--- config.mk ---
export PLATFORM = sky130hd
export DESIGN_NAME = filt_capture_buf
export DESIGN_NICKNAME = d
export VERILOG_FILES = /design/src/rtl/filt_capture_buf.sv
export SDC_FILE = /design/constraint.sdc
export NUM_CORES = 1
export LEC_CHECK = 0
export CORE_MARGIN = 2
export CORE_UTILIZATION = 24
export CTS_BUF_LIST = sky130_fd_sc_hd__clkbuf_2
export CTS_CLUSTER_DIAMETER = 200
export DETAILED_ROUTE_END_ITERATION = 10
export HOLD_SLACK_MARGIN = 0.15
export PLACE_DENSITY = 0.48
export SETUP_SLACK_MARGIN = 0.05
export SYNTH_ARGS = -nofsm -noshare
export SYNTH_HDL_FRONTEND = slang
export SYNTH_SLANG_ARGS = --single-unit
--- constraint.sdc ---
create_clock -name clk -period 5.1 [get_ports clk]
set_input_delay 1.02 -clock clk [delete_from_list [all_inputs] [get_ports clk]]
set_output_delay 1.02 -clock clk [all_outputs]
set_load 0.01 [all_outputs]
--- src/rtl/filt_capture_buf.sv ---
// filt_capture_buf
//   Sink for the sine filter's 18-bit output stream. An arm pulse starts a
//   capture: SKIP_N settling samples are dropped, then DEPTH consecutive
//   samples are written to an internal buffer while the signed peak max/min
//   are tracked. The completed capture is read back through a registered
//   read port.
//
// Ports
//   clk        system clock, rising edge
//   reset      asynchronous, active-high; clears all state except the buffer
//   y_in       signed sample, one per clock
//   arm        single-cycle capture request (honoured in IDLE/DONE only)
//   capturing  high while samples are being written
//   done       high while a completed capture is held
//   rd_req     read strobe (serviced only while done)
//   rd_addr    buffer address to read
//   rd_data    registered signed read data
//   rd_valid   qualifies rd_data for one cycle
//   peak_max   signed maximum of captured samples
//   peak_min   signed minimum of captured samples
module filt_capture_buf #(
  parameter int WIDTH  = 18,
  parameter int DEPTH  = 64,
  parameter int ADDR_W = 6,
  parameter int SKIP_N = 16
) (
  input  logic              clk,
  input  logic              reset,
  input  logic [WIDTH-1:0]  y_in,
  input  logic              arm,
  output logic              capturing,
  output logic              done,
  input  logic              rd_req,
  input  logic [ADDR_W-1:0] rd_addr,
  output logic [WIDTH-1:0]  rd_data,
  output logic              rd_valid,
  output logic [WIDTH-1:0]  peak_max,
  output logic [WIDTH-1:0]  peak_min
);

  localparam int SKIP_W = (SKIP_N > 1) ? $clog2(SKIP_N) : 1;
  localparam logic [SKIP_W-1:0] SKIP_LAST = SKIP_W'((SKIP_N > 0) ? SKIP_N - 1 : 0);
  localparam logic [ADDR_W-1:0] ADDR_LAST = ADDR_W'(DEPTH - 1);
  localparam logic [WIDTH-1:0]  PEAK_MAX_RST = {1'b1, {(WIDTH-1){1'b0}}};
  localparam logic [WIDTH-1:0]  PEAK_MIN_RST = {1'b0, {(WIDTH-1){1'b1}}};

  typedef enum logic [1:0] {IDLE, SKIP, CAPTURE, DONE} state_t;

  state_t              r_state;
  state_t              w_next;
  logic                w_arm_ok;
  logic [SKIP_W-1:0]   r_skip_cnt;
  logic [ADDR_W-1:0]   r_wptr;
  logic                r_capturing;
  logic                r_done;
  logic [WIDTH-1:0]    r_rd_data;
  logic                r_rd_valid;
  logic [WIDTH-1:0]    r_peak_max;
  logic [WIDTH-1:0]    r_peak_min;
  logic [WIDTH-1:0]    r_mem [DEPTH];

  assign w_arm_ok = arm && ((r_state == IDLE) || (r_state == DONE));

  always_comb begin
    w_next = r_state;
    unique case (r_state)
      IDLE, DONE: if (arm) w_next = (SKIP_N == 0) ? CAPTURE : SKIP;
      SKIP:       if (r_skip_cnt == SKIP_LAST) w_next = CAPTURE;
      CAPTURE:    if (r_wptr == ADDR_LAST) w_next = DONE;
      default:    w_next = IDLE;
    endcase
  end

  always_ff @(posedge clk or posedge reset) begin
    if (reset) r_state <= IDLE;
    else       r_state <= w_next;
  end

  always_ff @(posedge clk or posedge reset) begin
    if (reset) begin
      r_capturing <= 1'b0;
      r_done      <= 1'b0;
      r_skip_cnt  <= '0;
      r_wptr      <= '0;
      r_peak_max  <= PEAK_MAX_RST;
      r_peak_min  <= PEAK_MIN_RST;
      r_rd_data   <= '0;
      r_rd_valid  <= 1'b0;
    end else begin
      // Status flags track the state register exactly, one edge-aligned copy.
      r_capturing <= (w_next == CAPTURE);
      r_done      <= (w_next == DONE);

      if (w_arm_ok) begin
        r_skip_cnt <= '0;
        r_wptr     <= '0;
        r_peak_max <= PEAK_MAX_RST;
        r_peak_min <= PEAK_MIN_RST;
      end else if (r_state == SKIP) begin
        r_skip_cnt <= r_skip_cnt + SKIP_W'(1);
      end else if (r_state == CAPTURE) begin
        r_wptr <= r_wptr + ADDR_W'(1);
        if ($signed(y_in) > $signed(r_peak_max)) r_peak_max <= y_in;
        if ($signed(y_in) < $signed(r_peak_min)) r_peak_min <= y_in;
      end

      // The read in an arm cycle still sees the old capture: the buffer is
      // only written once the FSM reaches CAPTURE.
      if (rd_req && (r_state == DONE)) begin
        r_rd_data  <= r_mem[rd_addr];
        r_rd_valid <= 1'b1;
      end else begin
        r_rd_valid <= 1'b0;
      end
    end
  end

  always_ff @(posedge clk) begin
    if (r_state == CAPTURE) r_mem[r_wptr] <= y_in;
  end

  assign capturing = r_capturing;
  assign done      = r_done;
  assign rd_data   = r_rd_data;
  assign rd_valid  = r_rd_valid;
  assign peak_max  = r_peak_max;
  assign peak_min  = r_peak_min;

endmodule

==> metrics, run 1 <==
row cnt 163; drc violations 0; Final Skew about 0.14 ns; worst slew pin tran between 1 and 1.5 ns; Routed WL per cell 25.2 µm; switching power 0.00502 W; Multi-input gate area roughly 11000 µm²; Worst Path Required 4.08 ns; Final min period approximately 3.9 ns; crit path launch rd_data[7]; initial antenna violation count 9; GP Congestion 0.836; delay-heaviest family, CP flip-flops; R2R Path Start r_state[0]; status completed; DP Cell Count 5071; Finish-stage setup viols 0; dpl ws 0.891 ns; share of cells above drive strength 1 around a third; die area approximately 200000 µm²; Post-Syn Area 47900 µm²; RSZ-0062 raised after global routing no; largest area contributor in the netlist edfxtp_1; DR iter-0 viols 2091; Placeable Area 198000 µm²; syn nets 2404; Crit-path slowest cell dfrtp_1; Mapped Avg Cell Area 20.5 µm²; Yosys warning total 0; Ports 85; Seq. cell area 36300 µm²; worst path bufs/invs 1; DR pass1 iterations 7; largest net degree at the start of global routing 68; R2R Setup Slk 1.78 ns; clock power share 32.8%; All-Layer GR Usage 13.7%; Sink Count 1221; Final Hold Fails 0; largest stage delay on the critical path 0.63 ns; Final nets roughly 2800; total number of vias 24900; total wire length around 140000 µm; post-synthesis sequential area ratio 75.9%; startpoint type of the worst setup path flip-flop; clk slew on worst S/H paths 0.11 ns; vias per inst ~4.4; Max VDD drop 0.000208 V; Max-Cap Viols 0; worst reg2reg path endpoint r_mem[58][15]; count leader, synth edfxtp_1; crit-path max FO 2; Hold WC Path Type in -> async; setup ws final around 1.2 ns; synth top area cells edfxtp_1 72%, mux4_2 12%, dfrtp_1 2.7%; Slew headroom between 10% and 20%; top_reg_cell synth edfxtp_1; async set-reset flop share out of synthesis 5.65%; crit path DAT 2.87 ns; Initial Util 24.2%; Skew-Pair Late Insertion Delay ~1.6 ns; hpwl dp 87200 µm; root buf cell clkbuf_2; PD cells between 300 and 400 nW/µm²; post-route insts no fill roughly 5600; Chip Width 451 µm; Switching Share a little over a quarter; CTS tree yes; PortBufs 84; Internal 0.0142 W; global-route wire length before repair 197000 µm; Syn Inst Count 2336; ANT nets after route 0; FF-to-FF path depth 6; post-synth top area share 72.3%; Post-synth EDFFs 1152; FF+latch count, synth about 1200; Clock Path Buffers 4; Distinct cells, synth 62; Max Fclk about 260 MHz; crit path cell chain clkdlybuf4s50_1; Final Slew Violations 0; Synth top cells by count 1152 x edfxtp_1, 251 x mux4_2, 117 x nor2_1, 89 x mux2i_1, 72 x o22ai_1; setup TNS 0 ns; GRT Residual Overflow 0; Layout area overhead 15.4%; # fillers 20000; CP Class reg -> out; Tcrit/Tclk final 76.3%; Lkg Pwr 18.2 nW; CP Capture Type primary output; TritonCTS Buffers 314; chip height 451 µm; Worst setup endpoint rd_data[7]; number of global-route vias before repair 25900; sequential share of power 58.6%; H-tree Lvls 5; Critical Path Stages 1; Gate power share ~8.6%
[worst min path at each step]
stage / endpoint / slack [ns] / cells past startpoint
floorplan: r_skip_cnt[1] / 0.51 / 2
global placement: peak_min[11] / 0.52 / 1
detailed placement: peak_min[11] / 0.53 / 1
CTS: rd_data[13] / 0.25 / 4
global route: rd_data[11] / 0.38 / 4
finish: peak_max[12] / 0.52 / 3
[cells by family (layout without fill, tap and decap cells)]
family / count (synthesis) / after routing / share of synthesized area [%]
XOR/XNOR: 5 / 5 / 0.0915
flip-flops: 1221 / 1221 / 75.9
buffers and inverters: 170 / 796 / 1.96
multiplexers: 379 / 379 / 14.7
AO/OA/AOI/OAI: 256 / 256 / 3.75
AND/OR/NAND/NOR: 265 / 265 / 2.57
other: 0 / 4 / 0
adder cells (fa/ha/maj): 40 / 40 / 1.05
[tightest hold or removal path: cells and delay by family]
kind | cells | cell delay [ns]
buf+inv | 3 | 1.59
[power groups by stage]
stage          clock network, W  logic, W  registers, W
2_1_floorplan                 0  0.000824        0.0114
5_1_grt                 0.00705   0.00178        0.0113
4_1_cts                 0.00658   0.00169        0.0113
6_report                0.00629   0.00165        0.0113
3_5_place_dp                  0   0.00168        0.0115
3_3_place_gp                  0   0.00167        0.0115
[metal layers]
metal  GRT usage [%]  vias up  wire (µm)
li1                -    10700          -
met2            23.1      799      70800
met3            2.59      206       7000
met4            5.57        2       4750
met5               0        -         13
met1            17.2    13200      58700
[registers in the layout, summed over array words and instances, names as in the netlist]
| signal | flops |
|---|---|
| r_mem | 1152 |
| peak_max | 18 |
| peak_min | 18 |
| rd_data | 18 |
| r_wptr | 6 |
| r_skip_cnt | 4 |
| r_state | 2 |
| capturing | 1 |
| done | 1 |
| rd_valid | 1 |
[cells in the final DEF, fill, tap and decap left out, types with 19 or more instances in the layout]
cell type	instances
edfxtp_1	1152
clkbuf_2	447
mux4_2	251
buf_4	126
mux2i_1	89
o22ai_1	72
nand2_1	65
nor2_1	63
clkdlybuf4s50_1	63
nor2_2	54
dfrtp_1	51
clkinv_1	48
inv_1	42
ha_1	40
mux2_2	36
a21oi_1	30
o21ai_0	29
dlygate4sd3_1	22
buf_2	19
[timing repair]
item                                    4_1_cts  5_1_grt
endpoints found under the setup margin        0        0
setup buffers                                 0        0
endpoints found under the hold margin       896        0
hold buffers                                 22        0
gates resized for setup                       0        0
[final cells by class]
cell class,instances,area share [%]
antenna,4,0.0181
tap,2640,5.98
multi-input combinational,945,19.4
clock inverter,62,0.543
clock buffer,447,4.05
inverter,43,0.294
sequential,1221,65.8
timing repair buffer,244,3.91
[per-stage QoR]
| step | utilization [%] | instance area [µm²] | hold WS [ns] | power (W) |
|---|---|---|---|---|
| global placement | 26.5 | 52500 | 0.517 | 0.0132 |
| CTS | 27.9 | 55200 | 0.254 | 0.0196 |
| floorplan | - | 47900 | 0.513 | 0.0123 |
| global route | 27.9 | 55300 | 0.384 | 0.0201 |
| finish | 27.9 | 55300 | 0.522 | 0.0192 |
| detailed placement | 26.5 | 52500 | 0.525 | 0.0132 |
(Power assumes the default switching activity.)
==> run 2: changes to the inputs <==
==> constraint.sdc (replaced) <==
create_clock -name clk -period 4 [get_ports clk]
set_input_delay 0.8 -clock clk [delete_from_list [all_inputs] [get_ports clk]]
set_output_delay 0.8 -clock clk [all_outputs]
set_load 0.01 [all_outputs]
==> metrics, run 2 (synthesis results as in run 1) <==
status completed; Final Skew between 0.15 and 0.2 ns; chip height 451 µm; Seq. cell area 36300 µm²; Finish-stage setup viols 0; Hold WC Path Type in -> reg; row cnt 163; total number of vias 25400; root buf cell clkbuf_2; initial antenna violation count 16; gr busiest metal met2; Post-CTS Resized 0; CP Class reg -> out; startpoint type of the worst setup path flip-flop; H-tree Lvls 5; crit path cell chain clkdlybuf4s50_1; Chip Width 451 µm; largest net degree at the start of global routing 67; total wire length roughly 140000 µm; Final Hold Fails 0; DP Cell Count 5124; Lkg Pwr 18.6 nW; dpl ws -0.382 ns; DR iter-0 viols 2247; share of cells above drive strength 1 34.7%; Ports 85; largest stage delay on the critical path a little over 0.6 ns; setup ws final around 0.30 ns; Multi-input gate area 10700 µm²; Tcrit/Tclk final 92.5%; Max VDD drop 0.000271 V; Final Hold Slack around 0.34 ns; die area between 200000 and 250000 µm²; clk slew on worst S/H paths 0.10 ns; Slew headroom approximately 24%; grt met3 use 2.63%; crit path DAT 2.90 ns; number of global-route vias before repair 26100; GP Congestion 0.792; placed inst area 52900 µm²; PD cells 440 nW/µm²; Sink Count 1221; final instance area 56000 µm²; Crit-path slowest cell clkdlybuf4s50_1; DR pass1 iterations 7; Clock Path Buffers 4; worst path bufs/invs 1; vias per inst 4.44; Final Slew Violations 0; Largest Register r_mem; hpwl dp 85500 µm; grt met2 use 23.2%; most common cell after layout, fill and taps aside edfxtp_1; post-route insts no fill 5725; ANT nets after route 0; GRT Residual Overflow 0; PortBufs 84; GR Util met1 17.3%; max reg flops 1152; TritonCTS Buffers between 300 and 400; drc violations 0; most frequent cells in the layout 1152 x edfxtp_1, 454 x clkbuf_2, 251 x mux4_2; Max Fclk around 270 MHz; crit-path max FO 2; Worst Path Required 3.20 ns; RSZ-0062 raised after global routing no; Final min period ~3.7 ns; Overall Power 0.0247 W; Placeable Area 198000 µm²; CP Capture Type primary output; global-route wire length before repair 198000 µm; delay-heaviest family, CP buffers and inverters; Layout area overhead 17.1%; Final nets approximately 2900; Routed WL per cell about 25 µm; Initial Util between 20% and 30%; # fillers 19900; worst slew pin tran 1.14 ns; CTS tree yes; Skew-Pair Late Insertion Delay 1.71 ns; Max-Cap Viols 0; All-Layer GR Usage 13.7%
==> run 2: per-layer routing <==
metal  part of all wire [%]  up-vias  wire [µm]
li1                       -    10900          -
met1                     42    13500      59300
met2                     50      807      71100
met3                    4.8      218       6740
met4                    3.2        0       4510
met5                      0        -          0
==> run 2: final timing paths <==
| path | slack, ns | start | depth (start not counted) | end |
|---|---|---|---|---|
| max in group asynchronous | 2.31 | reset | 5 | peak_min[11] |
| hold reg to reg | 0.53 | peak_min[4] | 1 | peak_min[4] |
| setup / recovery | 0.30 | rd_data[4] | 1 | rd_data[4] |
| hold / removal | 0.34 | y_in[3] | 2 | r_mem[53][3] |
| setup reg to reg | 0.99 | r_state[0] | 5 | rd_data[9] |
| min in group asynchronous | 0.76 | reset | 4 | rd_valid |
==> run 2: what timing repair did <==
item                      4_1_cts  5_1_grt
hold buffers                   47        0
hold endpoints to repair     1190        0
buffers inserted                0        0
==> run 2: layout make-up <==
cell class / count / area share [%]
tap: 2640 / 5.89
timing repair buffer: 322 / 5.06
multi-input combinational: 945 / 19.2
inverter: 43 / 0.290
clock inverter: 88 / 0.630
clock buffer: 454 / 4.05
antenna: 12 / 0.0536
sequential: 1221 / 64.9
==> run 2: report_power, final <==
part | internal [W] | switching, W
Clock | 0.00303 | 0.00506
Sequential | 0.0141 | 0.000213
Combinational | 0.000944 | 0.00127
==> run 2: per-stage QoR <==
stage	setup TNS (ns)	utilization (%)
after floorplan	0	-
after global placement	-1.63	26.7
after detailed placement	-1.50	26.7
after CTS	0	28.3
after global routing	0	28.3
final	0	28.3
==> run 2: worst register-to-register path, cell delays in order, from the launching register on <==
cell and delay (ns):
dfrtp_1 0.45, ha_1 0.40, and3_1 0.73, o21ai_0 0.21, a221oi_1 0.85, a221o_1 0.26
==> edit, RTL diff (config.mk and constraints of run 2) <==
The parameter `WIDTH` goes from 18 to 20.
--- a/src/rtl/filt_capture_buf.sv
+++ b/src/rtl/filt_capture_buf.sv
@@ -19,7 +19,7 @@
 //   peak_max   signed maximum of captured samples
 //   peak_min   signed minimum of captured samples
 module filt_capture_buf #(
-  parameter int WIDTH  = 18,
+  parameter int WIDTH  = 20,
   parameter int DEPTH  = 64,
   parameter int ADDR_W = 6,
   parameter int SKIP_N = 16
Ports: changed (resized peak_max, peak_min, rd_data and y_in); port bits go from 85 to 93. The function was not compared with the original's and may differ.
==> edit against run 2 <==
  * Cell area grew 11%
  * Synthesized area grew 11%
  * Sequential power grew 11%
  * Worst setup slack lost 0.20 ns
  * Fmax shrank 5.0%
  * Wire length grew 8.2%
  * Sequential cell count grew 134
  * Total power grew 14%
  * Largest cell class unchanged
  * Largest power group unchanged
  * Highest routed layer is now met5
==> edit: results <==
{
  "dpl.hpwl_mm": 86.5,
  "via_per_inst": 4.43,
  "clk_latency_ns": 1.74,
  "power_leakage_nw": 20.3,
  "synth_nets": 2454,
  "critPathArrivalTime_ns": 5.40,
  "vias": 26700,
  "tightest_slew_ns": 1.14,
  "grt_pass1_vias": 28500,
  "synthTopCellsByCount": "1280 x edfxtp_1, 380 x mux4_2, 99 x nor2_1",
  "critPathSlowestCell": "dlygate4sd3_1",
  "status": "complete, no violations",
  "hold_slack_ns": 0.417,
  "worstPathMaxFanout": 27,
  "synth_edf_count": 1280,
  "largest_reg_flops": 1280,
  "drtPass1Iterations": 5,
  "cts_buffers": 352,
  "async_flop_share_pct": 5.54,
  "reg2reg_slack_ns": 0.17,
  "drt_iter0_drc": 2402,
  "grt_pass1_wl_mm": 215,
  "critical-path-max-stage-delay_ns": 0.58,
  "drt-total-wl_mm": 153,
  "track_usage_pct": 13.6,
  "gp_congestion": 0.770,
  "antenna_found_initial": 15,
  "final_nets": 2999,
  "avgSynthCellArea_um2": 22.2
}
[edit: cell families (layout without fill, tap and decap cells)]
group	count (synthesis)	in the layout	synth area share, %
flip-flops	1355	1355	76.2
multiplexers	442	442	17.3
AND/OR/NAND/NOR	207	207	1.67
buffers and inverters	174	940	1.56
AO/OA/AOI/OAI	154	154	2.10
adder cells (fa/ha/maj)	44	44	1.04
XOR/XNOR	4	4	0.0662
other	0	12	0
[edit: area by class of cell]
| cell class | count | area (um^2) |
|---|---|---|
| well taps | 2871 | 3590 |
| clock buffers | 480 | 2400 |
| flip-flops and latches | 1355 | 40300 |
| diodes | 12 | 30.0 |
| repair buffers | 317 | 2940 |
| inverters | 48 | 183 |
| multi-input cells | 851 | 11900 |
| fillers | 21900 | 157000 |
| clock inverters | 95 | 596 |
[edit: path summary, 6_finish.rpt]
check | from | end | depth (start not counted)
setup / recovery | rd_addr[0] | rd_data[11]$_DFFE_PP0P_ | 13
hold / removal | y_in[0] | r_mem[21][0]$_DFFE_PP_ | 3
setup reg to reg | peak_max[1]$_DFFE_PP0P_ | peak_max[19]$_DFFE_PP1P_ | 10
hold reg to reg | peak_max[8]$_DFFE_PP0P_ | peak_max[8]$_DFFE_PP0P_ | 1
max in group asynchronous | reset | rd_data[4]$_DFFE_PP0P_ | 5
min in group asynchronous | reset | peak_max[10]$_DFFE_PP0P_ | 4
[edit: where the power goes]
part           internal, mW  switching, mW
Clock                  3.73           5.54
Combinational          1.24           1.54
Sequential             15.7          0.270
Total                  20.7           7.35
[edit: routing by layer]
layer	share of wire [%]	wire, um	up-vias	GRT usage (%)
li1	-	-	11300	-
met1	43	65500	14300	17.7
met2	50	76000	869	22.7
met3	5.5	8480	201	2.88
met4	2.2	3320	6	4.23
met5	0.020	31	-	0
[edit: worst register-to-register path, delay by kind of cell, from the launching register on]
family	cells	cell delay, ns
flops	1	0.44
fa+ha+maj	1	0.33
compound gates	5	1.46
buf+inv	3	1.18
simple gates	1	0.37
[edit: through the flow]
stage                     power (mW)  worst slack (ns)  instance area (um^2)
after detailed placement        19.0             0.200                 58400
after CTS                       28.5            0.0674                 62000
after global placement          19.0             0.183                 58400
final                           28.1             0.103                 62000
after floorplan                 17.6              1.03                 52900
after global routing            29.4            0.0569                 62000
[edit: timing repair]
item / 4_1_cts / 5_1_grt
hold buffers: 64 / 0
hold endpoints to repair: 1398 / 0
buffers inserted: 0 / 0
resized for setup: 4 / 1
endpoints found under the setup margin: 3 / 1
